## config.mk

```make
export PLATFORM = sky130hd
export DESIGN_NAME = hazard_ctrl
export DESIGN_NICKNAME = d
export VERILOG_FILES = /design/src/rtl/hazard_ctrl.sv
export SDC_FILE = /design/constraint.sdc
export NUM_CORES = 1
export LEC_CHECK = 0
export BUFFER_PORTS_ARGS = -buffer_cell sky130_fd_sc_hd__buf_2
export CORE_MARGIN = 8
export CORE_UTILIZATION = 50
export DETAILED_ROUTE_END_ITERATION = 12
export PLACE_DENSITY = 0.77
export SLEW_MARGIN = 20
export SYNTH_ARGS = -nofsm -noshare
export SYNTH_HDL_FRONTEND = slang
export SYNTH_SLANG_ARGS = --single-unit
```

## constraint.sdc

```tcl
create_clock -name clk -period 2.3 [get_ports clk]
set_input_delay 0.115 -clock clk [delete_from_list [all_inputs] [get_ports clk]]
set_output_delay 0.115 -clock clk [all_outputs]
set_load 0.03 [all_outputs]
```

## src/rtl/hazard_ctrl.sv

```systemverilog
// Hazard controller for the 5-stage MIPS pipeline: load-use stalls, branch
// flushes, multi-cycle mult/div stall sequencing and saturating event counters.
//
// state   | meaning
// --------+---------------------------------------------------------------
// RUN     | normal flow; load-use detection active; md_start issues mult/div
// MD_BUSY | mult/div in progress; front end held, bubbles into MEM
// MD_DONE | final mult/div cycle; EX instruction advances
module hazard_ctrl #(
    parameter int MD_LAT = 4,
    parameter int CW     = 16
) (
    input  logic          clk,
    input  logic          reset,
    input  logic [4:0]    id_rs,
    input  logic [4:0]    id_rt,
    input  logic          id_uses_rt,
    input  logic [4:0]    ex_rt,
    input  logic          ex_memread,
    input  logic          md_start,
    input  logic          branch_taken,
    output logic          stall_pc,
    output logic          stall_ifid,
    output logic          stall_idex,
    output logic          zero_ifid,
    output logic          zero_idex,
    output logic          zero_exmem,
    output logic          md_busy,
    output logic          md_done,
    output logic [CW-1:0] stall_count,
    output logic [CW-1:0] flush_count
);

    typedef enum logic [1:0] {
        RUN     = 2'd0,
        MD_BUSY = 2'd1,
        MD_DONE = 2'd2
    } state_t;

    // Remaining MD_BUSY cycles minus one, loaded in the issue cycle.
    localparam logic [4:0] MD_LOAD = (MD_LAT > 2) ? 5'(MD_LAT - 3) : 5'd0;

    state_t     state, state_nxt;
    logic [4:0] md_cnt, md_cnt_nxt;
    logic       load_use;

    assign load_use = ex_memread && (ex_rt != 5'd0) &&
                      ((ex_rt == id_rs) || (id_uses_rt && (ex_rt == id_rt)));

    always_ff @(posedge clk or posedge reset) begin
        if (reset) begin
            state  <= RUN;
            md_cnt <= 5'd0;
        end else begin
            state  <= state_nxt;
            md_cnt <= md_cnt_nxt;
        end
    end

    always_comb begin
        state_nxt  = state;
        md_cnt_nxt = md_cnt;
        stall_pc   = 1'b0;
        stall_ifid = 1'b0;
        stall_idex = 1'b0;
        zero_ifid  = 1'b0;
        zero_idex  = 1'b0;
        zero_exmem = 1'b0;
        md_busy    = 1'b0;
        md_done    = 1'b0;

        if (reset) begin
            zero_ifid  = 1'b1;
            zero_idex  = 1'b1;
            zero_exmem = 1'b1;
        end else if (branch_taken) begin
            // The in-flight mult/div is younger than the branch, so it is cancelled.
            zero_ifid  = 1'b1;
            zero_idex  = 1'b1;
            zero_exmem = 1'b1;
            state_nxt  = RUN;
            md_cnt_nxt = 5'd0;
        end else begin
            case (state)
                RUN: begin
                    if (md_start) begin
                        stall_pc   = 1'b1;
                        stall_ifid = 1'b1;
                        stall_idex = 1'b1;
                        zero_exmem = 1'b1;
                        md_busy    = 1'b1;
                        md_cnt_nxt = MD_LOAD;
                        state_nxt  = (MD_LAT > 2) ? MD_BUSY : MD_DONE;
                    end else if (load_use) begin
                        stall_pc   = 1'b1;
                        stall_ifid = 1'b1;
                        zero_idex  = 1'b1;
                    end
                end
                MD_BUSY: begin
                    stall_pc   = 1'b1;
                    stall_ifid = 1'b1;
                    stall_idex = 1'b1;
                    zero_exmem = 1'b1;
                    md_busy    = 1'b1;
                    if (md_cnt == 5'd0) begin
                        state_nxt = MD_DONE;
                    end else begin
                        md_cnt_nxt = md_cnt - 5'd1;
                    end
                end
                MD_DONE: begin
                    md_done   = 1'b1;
                    state_nxt = RUN;
                end
                default: begin
                    state_nxt  = RUN;
                    md_cnt_nxt = 5'd0;
                end
            endcase
        end
    end

    always_ff @(posedge clk or posedge reset) begin
        if (reset) begin
            stall_count <= '0;
            flush_count <= '0;
        end else begin
            if (stall_pc && (stall_count != {CW{1'b1}})) begin
                stall_count <= stall_count + 1'b1;
            end
            if (branch_taken && (flush_count != {CW{1'b1}})) begin
                flush_count <= flush_count + 1'b1;
            end
        end
    end

endmodule
```

---- Word-level counts from Yosys, hierarchy flattened ----
Cells that the tools add are included.
storage, ports and cells
  flip-flop bits (word level) ............. 39
  latch bits .............................. 0
  bits in writable memories ............... 0
  memory bits (read-only) ................. 0
  bits of input ports ..................... 21
  output and inout bits ................... 40
  logic and storage cells ................. 57
  memories kept ........................... 0
operators by class
  add/subtract/negate cells ............... 3
  $mul .................................... 0
  divide/modulo/power cells ............... 0
  $lt $le $gt $ge ......................... 0
  eq/ne operators ......................... 10
  shift-type cells ........................ 0
  muxes and demuxes ....................... 28
  bitwise operators ....................... 1
  reductions and logical operators ........ 11
operators with widths
  kind                                                  count
  adder 16 x 1 -> 16 bit (second input constant)        2
  != test 16 bit (second input constant)                2
  2-to-1 mux 1 bit                                      18
  2-to-1 mux 5 bit                                      3
  case mux 5 bit (3 select lines)                       1
  equality test 5 bit                                   2
  != test 3 bit (second input constant)                 3
  2-to-1 mux 2 bit                                      3
  logical AND 1 bit                                     5
  zero test 5 bit                                       1
  nonzero test 5 bit                                    1
  subtractor 5 x 1 -> 5 bit (second input constant)     1
  case mux 1 bit (2 select lines)                       2
  case mux 2 bit (2 select lines)                       1
  AND reduction 4 bit                                   1
  AND reduction 3 bit                                   1
  equality test 2 x 1 -> 1 bit (second input constant)  1
  equality test 2 bit (second input constant)           1
  zero test 2 bit                                       1
  != test 2 bit (second input constant)                 1
  logical OR 1 bit                                      1
  inverter 1 bit                                        1

---- Logic depth before layout (Yosys ltp) ----
  depth in word-level cells ............... 10
  depth in mapped cells ................... 9
  depth with buffers taken out ............ 8

---- Worst setup path before layout ----
No wires, ideal clock.
  path type ............................... input-to-output
  start point ............................. input port reset
  end point ............................... output port stall_pc
  arrival time ............................ 2.266 ns
  data required time ...................... 2.185 ns
  setup slack ............................. -0.081 ns
  stages on the path ...................... 4
  buffers on the path ..................... 1
  cell sequence ........................... inv_1 -> nand2_1 -> nor3_1 -> buf_4
between the ends
  word-level cells in the longest chain between the ends .. 1
ends and longest elaborated chain
  what              RTL line  source
  from (decl)       14        input logic reset,
  2-to-1 mux 1 bit  -
  to (decl)         22        output logic stall_pc,
Every way passes these cells.

---- Worst setup path in the final report ----
  start point ............................. register state[0]
  end point ............................... output port stall_pc
between the ends
  word-level cells in the longest chain between the ends .. 4
  elaborated cells between the ends (all ways) .. 5
  those cells by class .................... eq/ne: 1; mux: 3; reduce/logical: 1
ends and longest elaborated chain
  what                                                                    RTL line  source
  from (decl)                                                             43        state_t state, state_nxt;
  from (signal assigned)                                                  55        state <= state_nxt;
  equality test 2 x 1 -> 1 bit / zero test 2 bit (equally long branches)  84        case (state)
  case mux 1 bit (2 select lines) (*)                                     84
  2-to-1 mux 1 bit (*)                                                    76        end else if (branch_taken) begin
  2-to-1 mux 1 bit (*)                                                    72        if (reset) begin
Mark *: on every way between the ends. The rest lies on a longest branch, timed or not.

==> report_table.html <==
<table>
<tr><th>Metric</th><th>Value</th></tr>
<tr><th colspan="2">Route</th></tr>
<tr><td>Total via count in the routed design</td><td>1803</td></tr>
<tr><td>Per-cell routed wire length</td><td>~15 um</td></tr>
<tr><td>Vias per cell</td><td>5.38</td></tr>
<tr><td>Number of nets still failing antenna checks after routing</td><td>0</td></tr>
<tr><td>Final routed wirelength across all metal layers</td><td>around 4900 um</td></tr>
<tr><td>DRC Markers</td><td>0</td></tr>
<tr><td>Number of DRC violations after detailed-routing iteration 0</td><td>81</td></tr>
<tr><td>Length of the first detailed-routing pass in iterations</td><td>5</td></tr>
<tr><th colspan="2">Timing</th></tr>
<tr><td>Post-route worst setup slack</td><td>about 220 ps</td></tr>
<tr><td>Worst rel slew slack</td><td>67.9%</td></tr>
<tr><td># setup viols final</td><td>0</td></tr>
<tr><td>Final Hold Fails</td><td>0</td></tr>
<tr><td>Highest attainable clock frequency</td><td>480 MHz</td></tr>
<tr><td>Setup repair after global routing missed its margin</td><td>no</td></tr>
<tr><td>Count of pins over their slew limit</td><td>0</td></tr>
<tr><td>Final worst clock skew</td><td>4.85 ps</td></tr>
<tr><td>Actual transition at the worst max-transition pin</td><td>481 ps</td></tr>
<tr><td>Portion of the clock cycle consumed by the worst path in the final layout</td><td>90.6%</td></tr>
<tr><td>Setup total negative slack</td><td>0 ps</td></tr>
<tr><td>Minimum clock period after layout</td><td>around 2100 ps</td></tr>
<tr><th colspan="2">Setup path</th></tr>
<tr><td>Crit path required time</td><td>between 2000 and 2500 ps</td></tr>
<tr><td>Largest stage delay on the critical path</td><td>480 ps</td></tr>
<tr><td>Crit. End Element</td><td>output port</td></tr>
<tr><td>Total number of cells along the worst setup path</td><td>6</td></tr>
<tr><td>Launching element of the worst setup path</td><td>state[0]</td></tr>
<tr><td>Worst path top cell family by delay</td><td>simple AND/OR/NAND/NOR gates</td></tr>
<tr><td>WP buf/inv</td><td>3</td></tr>
<tr><td>Endpoint of the worst register-to-register path</td><td>md_cnt[4]</td></tr>
<tr><td>Depth of the worst register-to-register path</td><td>8</td></tr>
<tr><td>Startpoint class of the critical path</td><td>register</td></tr>
<tr><td>Critical Path Slowest Stage Cell</td><td>sky130_fd_sc_hd__dfrtp_1</td></tr>
<tr><td>Cell Chain, Critical Path</td><td>nor2_1 -&gt; inv_1 -&gt; nor3_4 -&gt; buf_4 -&gt; nor3_1 -&gt; buf_2</td></tr>
<tr><td>Arrival time reported for the critical path endpoint</td><td>1970 ps</td></tr>
<tr><td>CP Class</td><td>register to output port</td></tr>
<tr><td>Peak fanout along the critical path</td><td>8</td></tr>
<tr><td>Worst R2R Setup Slack</td><td>320 ps</td></tr>
<tr><td>Worst reg2reg path startpoint</td><td>md_cnt[0]</td></tr>
<tr><th colspan="2">Clock network</th></tr>
<tr><td>Post-CTS clock slew at the launch and capture registers of the worst setup and hold paths</td><td>70 ps</td></tr>
<tr><td>Number of buffers created by CTS</td><td>5</td></tr>
<tr><td>Clock network latency to the later pin of the worst-skew pair</td><td>290 ps</td></tr>
<tr><td>Cts-stage hold buffer count</td><td>0</td></tr>
<tr><td>CTS root buf</td><td>sky130_fd_sc_hd__clkbuf_8</td></tr>
<tr><td>Number of gates resized after cts</td><td>0</td></tr>
<tr><td>Htree depth</td><td>2</td></tr>
<tr><td>Clk sink count</td><td>39</td></tr>
<tr><td>Post-CTS setup buffer count</td><td>0</td></tr>
<tr><td>TritonCTS clock tree</td><td>built</td></tr>
<tr><td>Bufs on Longest Clock Path</td><td>2</td></tr>
<tr><th colspan="2">Placement</th></tr>
<tr><td>Total of buffers placed on input and output ports</td><td>60</td></tr>
<tr><td>Placer congestion estimate</td><td>0.801</td></tr>
<tr><td>Post-Place Cells</td><td>327</td></tr>
<tr><td>Total half-perimeter wirelength after legalization and detailed placement</td><td>around 3700 um</td></tr>
<tr><td>Worst slack at placement</td><td>298 ps</td></tr>
<tr><th colspan="2">Die</th></tr>
<tr><td>Die extent in x</td><td>83.4 um</td></tr>
<tr><td>Number of top-level pins</td><td>61</td></tr>
<tr><td>Placeable core region</td><td>between 0.004 and 0.005 mm^2</td></tr>
<tr><td>Die height</td><td>approximately 83 um</td></tr>
<tr><td>Area enclosed by the die boundary</td><td>roughly 0.007 mm^2</td></tr>
<tr><td>Initial standard-cell utilization of the core</td><td>52.1%</td></tr>
<tr><td>Row count</td><td>24</td></tr>
<tr><th colspan="2">Global route</th></tr>
<tr><td>Global-route wire length before repair</td><td>approximately 8300 um</td></tr>
<tr><td>Maximum number of pins on one net before global-route repair</td><td>40</td></tr>
<tr><td>Via count of the first global-routing pass</td><td>1842</td></tr>
<tr><td>Antenna violations before repair</td><td>0</td></tr>
<tr><td>Global-route usage over all layers</td><td>between 10% and 20%</td></tr>
<tr><td>Grt total ovfl</td><td>0</td></tr>
<tr><th colspan="2">Final layout</th></tr>
<tr><td>Nets@finish</td><td>307</td></tr>
<tr><td>Syn-to-layout area delta</td><td>19.2%</td></tr>
<tr><td>Multi-input gate area in the final layout</td><td>between 0.001 and 0.0015 mm^2</td></tr>
<tr><td>Flip-flop and latch area</td><td>just under 0.001 mm^2</td></tr>
<tr><td>Filler Cell Count</td><td>374</td></tr>
<tr><td>Final core utilization</td><td>62.1%</td></tr>
<tr><td>Number of antenna diodes</td><td>0</td></tr>
<tr><td>Share of post-route cells with drive strength above 1</td><td>between 30% and 40%</td></tr>
<tr><td>Non-filler instance count after layout</td><td>335</td></tr>
<tr><th colspan="2">Power and ir drop</th></tr>
<tr><td>Portion of total power attributed to sequential cells</td><td>43.8%</td></tr>
<tr><td>P per Cell Area</td><td>811 mW/mm^2</td></tr>
<tr><td>Internal cell power</td><td>0.00134 W</td></tr>
<tr><td>Leak</td><td>roughly 1.3 nW</td></tr>
<tr><td>Power spent charging and discharging nets</td><td>0.000857 W</td></tr>
<tr><td>Total Power</td><td>between 0.002 and 0.0025 W</td></tr>
<tr><td>Peak supply drop</td><td>0.745 mV</td></tr>
<tr><td>Switching part of the total power</td><td>39.1%</td></tr>
<tr><td>Logic gate share of total power</td><td>33.5%</td></tr>
<tr><td>Clock group share of total power</td><td>22.7%</td></tr>
<tr><th colspan="2">Synthesis</th></tr>
<tr><td>Synth Area per Inst</td><td>slightly above 10 um^2</td></tr>
<tr><td>Yosys cell types</td><td>45</td></tr>
<tr><td>Fraction of synthesis flops using an asynchronous set or reset pin</td><td>100%</td></tr>
<tr><td>Sequential share of the synthesized area</td><td>43.0%</td></tr>
<tr><td>Synthesized net count</td><td>244</td></tr>
<tr><td>Yosys warning total</td><td>0</td></tr>
<tr><td>Synthesized cell area</td><td>approximately 0.0023 mm^2</td></tr>
<tr><td>Top_reg_cell synth</td><td>sky130_fd_sc_hd__dfrtp_1</td></tr>
<tr><td>Post-synthesis sequential element count</td><td>39</td></tr>
<tr><td>Number of flops mapped to enable cells by yosys</td><td>0</td></tr>
<tr><td>Post-synthesis instance total</td><td>approximately 220</td></tr>
<tr><th colspan="2">Job</th></tr>
<tr><td>Max-cap violations</td><td>0</td></tr>
<tr><th colspan="2">Worst hold path</th></tr>
<tr><td>Path type of the worst min-delay path</td><td>input pin to asynchronous set/reset pin</td></tr>
<tr><th colspan="2">Run status</th></tr>
<tr><td>Result of the run</td><td>complete, no violations</td></tr>
</table>
## tightest hold or removal path: stages
cell and delay [ps]:
sky130_fd_sc_hd__buf_2 150, sky130_fd_sc_hd__clkinvlp_4 80, sky130_fd_sc_hd__buf_4 410
## sequential cells by signal, summed over array words and instances (netlist names)
name and count:
state 2, flush_count 16, md_cnt 5, stall_count 16
## how the worst max path moves through the flow
| stage | end |
|---|---|
| CTS | stall_pc |
| finish | stall_pc |
| floorplan | stall_pc |
| global placement | md_cnt[4] |
| detailed placement | md_cnt[4] |
| global route | stall_ifid |
## logic make-up (layout without fill, tap and decap cells)
| logic type | count (synthesis) | after routing | synth area share [%] |
|---|---|---|---|
| and+or+nand+nor | 101 | 101 | 28.3 |
| AOI/OAI and AO/OA | 16 | 16 | 4.63 |
| muxes | 6 | 6 | 3.20 |
| xor gates and xnor gates | 38 | 38 | 14.7 |
| adders and majority gates | 4 | 4 | 2.21 |
| DFF | 39 | 39 | 43.0 |
| buffers and inverters | 15 | 79 | 3.97 |
## layer usage
layer	track usage [%]	wire (um)	up-vias
li1	-	-	886
met1	16.0	2130	848
met2	22.9	2230	62
met3	5.66	427	7
met4	5.91	78	0
met5	0	0	-
## metrics by stage
| step | hold slack [ps] | instance area [um^2] |
|---|---|---|
| floorplan | 91.6 | 2270 |
| global placement | 348 | 2610 |
| detailed placement | 357 | 2610 |
| CTS | 42.3 | 2710 |
| global route | 65.5 | 2710 |
| finish | 25.7 | 2710 |
## synth_stat cells (all sizes together) (4+ instances only)
library cell / count / area share (%)
dfrtp: 39 / 43
nand2: 22 / 3.6
xor2: 21 / 8.1
nor2: 17 / 2.8
xnor2: 17 / 6.6
nand3: 13 / 3.1
nor3: 11 / 3.9
nor4: 11 / 5.8
inv: 7 / 1.2
o21ai: 7 / 1.7
buf: 6 / 2.5
nand4: 6 / 1.7
and4: 4 / 1.5
ha: 4 / 2.2
mux2: 4 / 2.3
nand2b: 4 / 1.2
o31ai: 4 / 1.3
## cell type report
class	instances	share of cell area, %
inverters	7	1.11
multi-input cells	165	44.5
flip-flops and latches	39	36.1
well taps	52	2.41
repair buffers	64	12.2
clock buffers	8	3.70
## placed cells by master, fill, tap and decap left out, drive strengths merged
cell type,synthesis,routed
buf,6,64
dfrtp,39,39
nand2,22,22
xor2,21,21
nor2,17,17
xnor2,17,17
nand3,13,13
nor4,11,11
nor3,11,11
clkbuf,2,8
o21ai,7,7
inv,7,6
nand4,6,6
and4,4,4
o31ai,4,4
ha,4,4
nand2b,4,4
mux2,4,4
and3,2,2
a21oi,2,2
mux2i,2,2
nor3b,2,2
and2,2,2
nor4b,2,2
or4,1,1
nand4b,1,1
clkinvlp,0,1
or4b,1,1
a21o,1,1
a311o,1,1
o41ai,1,1
or3b,1,1
or3,1,1
## power by group through the flow
| stage | clock, W | sequential [W] | combinational [W] |
|---|---|---|---|
| after global routing | 0.000554 | 0.000985 | 0.000804 |
| after CTS | 0.000516 | 0.000962 | 0.000744 |
| after detailed placement | 0 | 0.000971 | 0.000742 |
| after floorplan | 0 | 0.00113 | 0.000365 |
| final | 0.000497 | 0.000962 | 0.000736 |
| after global placement | 0 | 0.000970 | 0.000732 |
No activity file was read; power rests on OpenSTA's default activity.
